===== src/rtl/console_uart_pkg.sv =====
// rtl/console_uart_pkg.sv - shared FSM states, register map and STATUS bit positions for console_uart.
// Optional macro CONSOLE_UART_PARITY_EN adds the PARITY state.
package console_uart_pkg;

    typedef enum logic [2:0] {
        IDLE,
        START,
        DATA,
`ifdef CONSOLE_UART_PARITY_EN
        PARITY,
`endif
        STOP
    } uart_state_e;

    localparam logic [31:0] TXDATA_OFFSET = 32'h0000_0000;
    localparam logic [31:0] STATUS_OFFSET = 32'h0000_0004;

    localparam int STATUS_BUSY_BIT    = 0;
    localparam int STATUS_FULL_BIT    = 1;
    localparam int STATUS_OVERRUN_BIT = 2;
    localparam int STATUS_LEVEL_LSB   = 8;

endpackage


===== src/rtl/sync_fifo.sv =====
// rtl/sync_fifo.sv - single-clock FIFO, power-of-two depth; pushes when full and pops when empty are ignored.
module sync_fifo #(
    parameter int WIDTH = 8,
    parameter int DEPTH = 8
) (
    input  logic                     clk,
    input  logic                     rst,
    input  logic                     push,
    input  logic [WIDTH-1:0]         wdata,
    input  logic                     pop,
    output logic [WIDTH-1:0]         rdata,
    output logic                     full,
    output logic                     empty,
    output logic [$clog2(DEPTH):0]   level
);

    localparam int AW = $clog2(DEPTH);

    logic [WIDTH-1:0] mem_q [DEPTH];
    logic [AW-1:0]    wr_ptr_q, wr_ptr_d;
    logic [AW-1:0]    rd_ptr_q, rd_ptr_d;
    logic [AW:0]      count_q, count_d;
    logic             do_push;
    logic             do_pop;

    assign full    = (count_q == (AW+1)'(DEPTH));
    assign empty   = (count_q == '0);
    assign level   = count_q;
    assign rdata   = mem_q[rd_ptr_q];
    assign do_push = push & ~full;
    assign do_pop  = pop & ~empty;

    always_comb begin
        wr_ptr_d = wr_ptr_q;
        rd_ptr_d = rd_ptr_q;
        count_d  = count_q;
        if (do_push) begin
            wr_ptr_d = wr_ptr_q + 1'b1;
        end
        if (do_pop) begin
            rd_ptr_d = rd_ptr_q + 1'b1;
        end
        case ({do_push, do_pop})
            2'b10:   count_d = count_q + 1'b1;
            2'b01:   count_d = count_q - 1'b1;
            default: count_d = count_q;
        endcase
    end

    always_ff @(posedge clk) begin
        if (rst) begin
            wr_ptr_q <= '0;
            rd_ptr_q <= '0;
            count_q  <= '0;
        end else begin
            wr_ptr_q <= wr_ptr_d;
            rd_ptr_q <= rd_ptr_d;
            count_q  <= count_d;
        end
    end

    // Storage carries no reset; the pointers alone define validity.
    always_ff @(posedge clk) begin
        if (do_push && !rst) begin
            mem_q[wr_ptr_q] <= wdata;
        end
    end

endmodule


===== src/rtl/console_uart.sv =====
// rtl/console_uart.sv - write-only console UART: TXDATA/STATUS register window, TX FIFO, 8N1 serialiser.
// Optional macro CONSOLE_UART_PARITY_EN inserts an even-parity bit between DATA and STOP.
module console_uart
    import console_uart_pkg::*;
#(
    parameter logic [31:0] BASE_ADDR  = 32'h1000_0000,
    parameter int          CLK_DIV    = 16,
    parameter int          FIFO_DEPTH = 8
) (
    input  logic        clk,
    input  logic        rst,
    input  logic [31:0] data_addr,
    input  logic [31:0] data_wdata,
    input  logic [3:0]  data_wenable,
    output logic [31:0] data_rdata,
    output logic        tx
);

    localparam logic [15:0] DIV_LAST = 16'(CLK_DIV - 1);

    uart_state_e state_q, state_d;
    logic [15:0] div_q, div_d;
    logic [2:0]  bit_q, bit_d;
    logic [7:0]  shreg_q, shreg_d;
    logic        overrun_q, overrun_d;

    logic        sel_txdata, sel_status;
    logic        push_req, overrun_evt, status_clr;
    logic        fifo_pop, fifo_full, fifo_empty;
    logic [7:0]  fifo_rdata;
    logic [$clog2(FIFO_DEPTH):0] fifo_level;
    logic [8:0]  level_w;
    logic        div_end, busy;
    logic        unused_inputs;

    assign sel_txdata  = (data_addr == BASE_ADDR + TXDATA_OFFSET);
    assign sel_status  = (data_addr == BASE_ADDR + STATUS_OFFSET);
    assign push_req    = sel_txdata & data_wenable[0];
    assign overrun_evt = push_req & fifo_full;
    assign status_clr  = sel_status & data_wenable[0] & data_wdata[STATUS_OVERRUN_BIT];

    sync_fifo #(
        .WIDTH (8),
        .DEPTH (FIFO_DEPTH)
    ) u_fifo (
        .clk   (clk),
        .rst   (rst),
        .push  (push_req),
        .wdata (data_wdata[7:0]),
        .pop   (fifo_pop),
        .rdata (fifo_rdata),
        .full  (fifo_full),
        .empty (fifo_empty),
        .level (fifo_level)
    );

    assign div_end = (div_q == DIV_LAST);

    always_comb begin
        state_d  = state_q;
        div_d    = div_q;
        bit_d    = bit_q;
        shreg_d  = shreg_q;
        fifo_pop = 1'b0;
        if (state_q != IDLE) begin
            div_d = div_end ? 16'd0 : div_q + 16'd1;
        end
        case (state_q)
            IDLE: begin
                if (!fifo_empty) begin
                    state_d  = START;
                    fifo_pop = 1'b1;
                    shreg_d  = fifo_rdata;
                    div_d    = 16'd0;
                end
            end
            START: begin
                if (div_end) state_d = DATA;
            end
            DATA: begin
                if (div_end) begin
                    bit_d = bit_q + 3'd1;
                    if (bit_q == 3'd7) begin
`ifdef CONSOLE_UART_PARITY_EN
                        state_d = PARITY;
`else
                        state_d = STOP;
`endif
                    end
                end
            end
`ifdef CONSOLE_UART_PARITY_EN
            PARITY: begin
                if (div_end) state_d = STOP;
            end
`endif
            STOP: begin
                // Chain straight into the next frame to keep the line saturated.
                if (div_end) begin
                    if (!fifo_empty) begin
                        state_d  = START;
                        fifo_pop = 1'b1;
                        shreg_d  = fifo_rdata;
                    end else begin
                        state_d = IDLE;
                    end
                end
            end
            default: state_d = IDLE;
        endcase
    end

    always_comb begin
        overrun_d = overrun_q;
        if (status_clr)  overrun_d = 1'b0;
        if (overrun_evt) overrun_d = 1'b1;
    end

    always_ff @(posedge clk) begin
        if (rst) begin
            state_q   <= IDLE;
            div_q     <= '0;
            bit_q     <= '0;
            shreg_q   <= '0;
            overrun_q <= 1'b0;
        end else begin
            state_q   <= state_d;
            div_q     <= div_d;
            bit_q     <= bit_d;
            shreg_q   <= shreg_d;
            overrun_q <= overrun_d;
        end
    end

    always_comb begin
        tx = 1'b1;
        case (state_q)
            START:  tx = 1'b0;
            DATA:   tx = shreg_q[bit_q];
`ifdef CONSOLE_UART_PARITY_EN
            PARITY: tx = ^shreg_q;
`endif
            default: tx = 1'b1;
        endcase
    end

    assign busy    = (state_q != IDLE) | ~fifo_empty;
    assign level_w = 9'(fifo_level);

    always_comb begin
        data_rdata = '0;
        if (sel_status) begin
            data_rdata[STATUS_BUSY_BIT]                     = busy;
            data_rdata[STATUS_FULL_BIT]                     = fifo_full;
            data_rdata[STATUS_OVERRUN_BIT]                  = overrun_q;
            data_rdata[STATUS_LEVEL_LSB +: 8]               = level_w[7:0];
        end
    end

    assign unused_inputs = ^{data_wdata[31:8], data_wenable[3:1], level_w[8]};

endmodule


===== config.mk =====
export PLATFORM = sky130hd
export DESIGN_NAME = console_uart
export DESIGN_NICKNAME = d
export VERILOG_FILES = /design/src/rtl/console_uart_pkg.sv /design/src/rtl/sync_fifo.sv /design/src/rtl/console_uart.sv
export SDC_FILE = /design/constraint.sdc
export NUM_CORES = 1
export LEC_CHECK = 0
export ABC_AREA = 1
export CAP_MARGIN = 30
export CORE_MARGIN = 5
export CORE_UTILIZATION = 52
export CTS_CLUSTER_DIAMETER = 80
export DETAILED_ROUTE_END_ITERATION = 12
export PLACE_DENSITY = 0.84
export SLEW_MARGIN = 10
export SYNTH_ARGS = -nofsm -noshare
export SYNTH_HDL_FRONTEND = slang
export SYNTH_SLANG_ARGS = --single-unit

===== constraint.sdc =====
create_clock -name clk -period 2.5 [get_ports clk]
set_input_delay 0.5 -clock clk [delete_from_list [all_inputs] [get_ports clk]]
set_output_delay 0.5 -clock clk [all_outputs]
set_load 0.01 [all_outputs]

# After elaboration in Yosys (flattened, before gate mapping)
# Memory sizes are Yosys's and may differ from the RTL's. A register that Yosys moved wholly into a read port is not among the register bits.
# Cells that the tools add are included.
# word_totals
regBits	41
ramBits	64
in_bits	70
output_inout_bits	33
memories	1
# memory_table
memory	depth	word_bits	rd	rd_clocked_by_memory_dff	write_ports	line_no	rtl
u_fifo.mem_q	8	8	1	1	1	sync_fifo.sv:19	logic [WIDTH-1:0] mem_q [DEPTH];
# classes
addsub	6
order_cmp	1
eq_ne	15
muxes	29
bitwise_logic	9
n_reduce_logical	11
# ops
op	count
$eq 32x29->1 const B	2
$mux 16	4
$mux 3	8
$add 16x1->16 const B	1
$eq 16x4->1 const B	1
$mux 8	2
$pmux 8 s2	1
$pmux 3 s4	1
$ne 2x2->1 const B	5
$add 3x1->3 const B	3
$mux 1	8
$pmux 4 s2	1
$and 1x1->1	6
$eq 3x2->1 const B	2
$reduce_bool 2->1	3
$reduce_and 5->1	1
$add 4x1->4 const B	1
$eq 4x4->1 const B	1
$logic_not 4->1	1
$lt 3x4->1 const B	1
$mux 4	1
$pmux 1 s2	2
$reduce_and 2->1	2
$sub 4x1->4 const B	1
11 further kinds	12

# Longest topological paths before layout
# depth
ltp_word	7
depth_mapped	15
mapped_depth_nobuf	15

# Cells and area by module
# Synthesis repeated with hierarchy kept, for this count alone.
# hier_totals
cells_unflattened	667
hier_area_um2	5487.8
# modules_own_cells
module	instances	cells_per_inst	area_per_inst_um2	seq_area_each_um2
sync_fifo	1	290	3198.1	2182.1
console_uart	1	377	2289.7	600.6

# Least setup slack after synthesis
# No wires, ideal clock.
# synth_timing
kind	input -> register
from	input port data_addr[12]
to	register u_fifo.count_q[2], in the netlist u_fifo.level[2]
setup_time_ns	0.115
arrival_time_ns	2.157
required_ns	2.385
slack_ns	0.227
path_stages	13
path_cell_list	nor2_1 > nand2_1 > nor2_1 > nand2_1 > nor2_2 > nand3_1 > ha_1 > xor2_1 > ha_1 > a21oi_1 > xnor2_1 > o21ai_0 > inv_1
# synth_via
elab_chain_cells	5
elab_cells_between_ends	7
classes_between	eq/ne (3); mux (1); bitwise (2); reduce/logical (1)
# synth_lines
element	line_no	rtl
from (decl)	console_uart.sv:12	input logic [31:0] data_addr,
$eq 32x29->1 (*)	console_uart.sv:36	assign sel_txdata = (data_addr == BASE_ADDR + TXDATA_OFFSET);
$and 1x1->1 (*)	console_uart.sv:38	assign push_req = sel_txdata & data_wenable[0];
$and 1x1->1 (*)	sync_fifo.sv:30	assign do_push = push & ~full;
$eq 2x1->1 / $eq 2x2->1 (equally long branches)	sync_fifo.sv:43	case ({do_push, do_pop})
$pmux 4 s2 / $reduce_bool 2->1 (equally long branches)	--	
to (signal assigned)	sync_fifo.sv:58	count_q <= count_d;
to (decl)	sync_fifo.sv:22	logic [AW:0] count_q, count_d;
# Mark *: on every way between the ends. The rest lies on a longest branch, timed or not.
# A chain may end at the register's enable or synchronous reset.

# Final worst setup path
# layout_timing
from	register bit_q[0]
to	output port tx
# layout_via
elab_chain_cells	3
# layout_lines
element	line_no	rtl
from (decl)	console_uart.sv:23	logic [2:0] bit_q, bit_d;
from (signal assigned)	console_uart.sv:129	bit_q <= bit_d;
$bmux 1 s3	console_uart.sv:139	DATA: tx = shreg_q[bit_q];
$mux 1 (implied by the code)	console_uart.sv:139	
$pmux 1 s2	console_uart.sv:137	case (state_q)
to (decl)	console_uart.sv:16	output logic tx
# Every way passes these cells. The select of a mux whose other input is x is not followed.

==> reports/summary.txt <==
Clock latency on the worst-skew pair: 0.38 ns
Clk_skew: 0.00937 ns
Total grt overflow: 0
Final Non-Filler Cells: 847
Period utilisation layout: 95.9%
Crit path DAT: 1.90 ns
Status: completed
Area contributors post-synth: edfxtp_1 (36%), dfxtp_1 (16%), nor2_1 (9.0%), nand2_1 (8.3%), o21ai_0 (4.0%)
Vias/cell: 5.33
Design Power: 4.94 mW
Max-slew violation count: 0
FF-to-FF path depth: 14
End of the worst hold path: div_q[0]
Mapped Cells: 632
Post-synth ARST share: 0%
Sequential area share after synthesis: 52.3%
Share of cells above drive strength 1: 12.1%
Largest family of logic cells by synthesized area: simple AND/OR/NAND/NOR gates
Die Wd: 111 um
CP max stage delay: 0.55 ns
First-pass GRT wire length: 19000 um
Max cap viols: 0
Yosys warns: 0
#FFs+latches synth: 107
Post-DRT Antenna Nets: 0
Most instantiated cells after synthesis: nor2_1 (128), nand2_1 (118), edfxtp_1 (64)
Area share of and/or/nand/nor cells after synthesis: 24.9%
Crit-path slowest cell: clkdlybuf4s50_1
Initial core utilization: 52.5%
CTS Root Cell: clkbuf_8
Clk pin slew, worst setup/hold paths: 0.10 ns
DR WL/cell: 13.9 um
Cell Rows: 37
Pre-antenna DRT Iters: 5
GRT Util Overall: 18.6%
Main synth FF type: edfxtp_1
Syn avg cell area: 8.43 um2
Cell leakage power: 2.50 nW
Proportion of synthesized area in mux cells: 0%
IO Count: 103
Vias in the first global route: 4321
Core Region: 0.0101 mm2
HPWL reported at the end of detailed placement: 8240 um
Synthesized area: 0.00533 mm2
CTS Buf Count: 9
Die H: 111 um
Htree depth: 3
IO buf count: 50
Startpoint types: flop
Post-layout minimum cycle time: 2.40 ns
Crit Path Category: flop to output port
Final setup margin: 0.102 ns
Pwr dens: 788 mW/mm2
Starting DRT DRC Count: 349
DRT Wirelength: 11800 um
Reg-to-Reg Start: div_q[0]
F_max: 417 MHz
Worst path cell trace: inv_1, a21oi_1, o21ai_0, nand3_1, a31o_2, clkdlybuf4s50_1
Synth Area in Compound Gates: 9.70%
Maximum vdd ir drop: 407 uV
Area leader, netlist: edfxtp_1
Longest Clk Path Bufs: 2
Hold path cells: 1
Drc violations: 0
Xor and xnor fraction of the mapped netlist area: 1.15%
Worst hold start: div_q[0]
Count leader, synth: nor2_1
Post-Synth Adder-Cell Area: 2.82%
Crit path required time: 2.00 ns
Post-synth EDFFs: 64
Crit Path Max Fanout: 6
Full die area: 0.0124 mm2
Area Overhead vs Synth: 17.8%
Hold Crit Class: flop to flop
Synth unique cells: 35
DR vias: 4516
Worst slack at placement: -0.345 ns
Largest net degree at the start of global routing: 34
Setup violations, final: 0
Worst R2R Setup Slack: 0.17 ns
Final Hold Viols: 0
Nets: 788
Worst R2R End: u_fifo.level[2]
Clock sink count: 107
Diodes inserted: 0
Initial antenna violation count: 0
Placed cells: 827
Crit. End Element: output port
CTS tree: yes
Top cell type's share of synthesized area: 36.1%
Global placer's final weighted congestion: 0.847
layout by cell type, fill, tap and decap left out, types with 3 or more instances in the layout:
cell type / Yosys / routed
o21ai_0: 43 / 42
conb_1: 1 / 25
clkbuf_8: 0 / 9
inv_2: 2 / 3
ha_1: 12 / 10
o22ai_1: 16 / 16
nor3_1: 7 / 7
or2_2: 3 / 3
buf_2: 4 / 4
buf_4: 25 / 30
a211oi_1: 3 / 3
nand3_2: 2 / 3
nand2_2: 4 / 5
edfxtp_1: 64 / 64
nor2_1: 128 / 122
clkinv_2: 1 / 3
nand3b_1: 3 / 3
dfxtp_1: 43 / 40
inv_6: 0 / 3
clkdlybuf4s15_1: 0 / 3
a21oi_1: 29 / 29
nand4_1: 9 / 9
nand3_1: 34 / 33
dlymetal6s2s_1: 0 / 4
xor2_1: 5 / 3
inv_1: 50 / 49
nor2_2: 3 / 8
clkdlybuf4s50_1: 0 / 39
nand2_1: 118 / 117
metrics by stage:
step / area [um2] / utilization, % / TNS [ns] / hold slack [ns]
after floorplan: 5420 / - / 0 / 0.439
after global placement: 6010 / 59.3 / -2.43 / 0.454
after detailed placement: 6010 / 59.3 / -3.00 / 0.460
after CTS: 6190 / 61.1 / 0 / 0.474
after global routing: 6270 / 61.9 / -0.00303 / 0.485
final: 6270 / 61.9 / 0 / 0.479
per-layer routing:
layer  track usage (%)  up-vias  share of wire, %
met4              7.22        0               2.0
li1                  -     2203                 -
met5                 0        -                 0
met3              4.09       21               8.0
met2              33.0      208                51
met1              22.0     2084                39
registers in the layout (all words and copies together), names as in the netlist, named ones only:
signal,count
u_fifo.mem_q,64
div_q,16
shreg_q,8
u_fifo.level,4
bit_q,3
u_fifo.rd_ptr_q,3
u_fifo.wr_ptr_q,3
state_q,2
overrun_q,1
cell type report:
type	instances	area, um2
clock buffers	10	128
well taps	136	170
inverters	54	204
repair buffers	81	727
flip-flops and latches	107	2790
clock inverters	6	47.5
multi-input cells	453	2210
fillers	776	3870
critical path: cells and delay by family (launching register included):
| kind | cells | cell delay, ns |
|---|---|---|
| DFF | 1 | 0.38 |
| AOI/OAI and AO/OA | 3 | 0.42 |
| and+or+nand+nor | 1 | 0.09 |
| buffers and inverters | 2 | 0.64 |
where the power goes:
part | total (mW) | switching [mW] | leakage (nW) | internal, mW
registers | 2.10 | 0.0956 | 0.926 | 2.00
clock network | 0.968 | 0.591 | 0.0934 | 0.377
logic | 1.88 | 1.18 | 1.49 | 0.695
total | 4.94 | 1.87 | 2.50 | 3.07
worst max path at each step:
stage	slack [ns]	cells past startpoint	end	start
4_1_cts	0.01	11	data_rdata[0]	data_addr[28]
3_5_place_dp	-0.35	10	data_rdata[9]	data_addr[28]
2_1_floorplan	0.23	13	u_fifo.level[2]	data_addr[12]
6_report	0.10	6	tx	bit_q[0]
3_3_place_gp	-0.30	10	data_rdata[1]	data_addr[28]
5_1_grt	-0.003	14	u_fifo.level[2]	div_q[0]
cells by family (layout without fill, tap and decap cells):
logic type / Yosys count / count (layout)
fa+ha+maj: 12 / 12
simple gates: 314 / 314
other cells: 1 / 25
flops: 107 / 107
xor+xnor: 7 / 7
buf+inv: 96 / 151
compound gates: 95 / 95
what timing repair did:
item / CTS / global route
buffers inserted: 3 / 1
resized for setup: 20 / 27
hold buffers: 0 / 0
pin swaps: 1 / 8
setup endpoints to repair: 7 / 11
(Power assumes the default switching activity.)
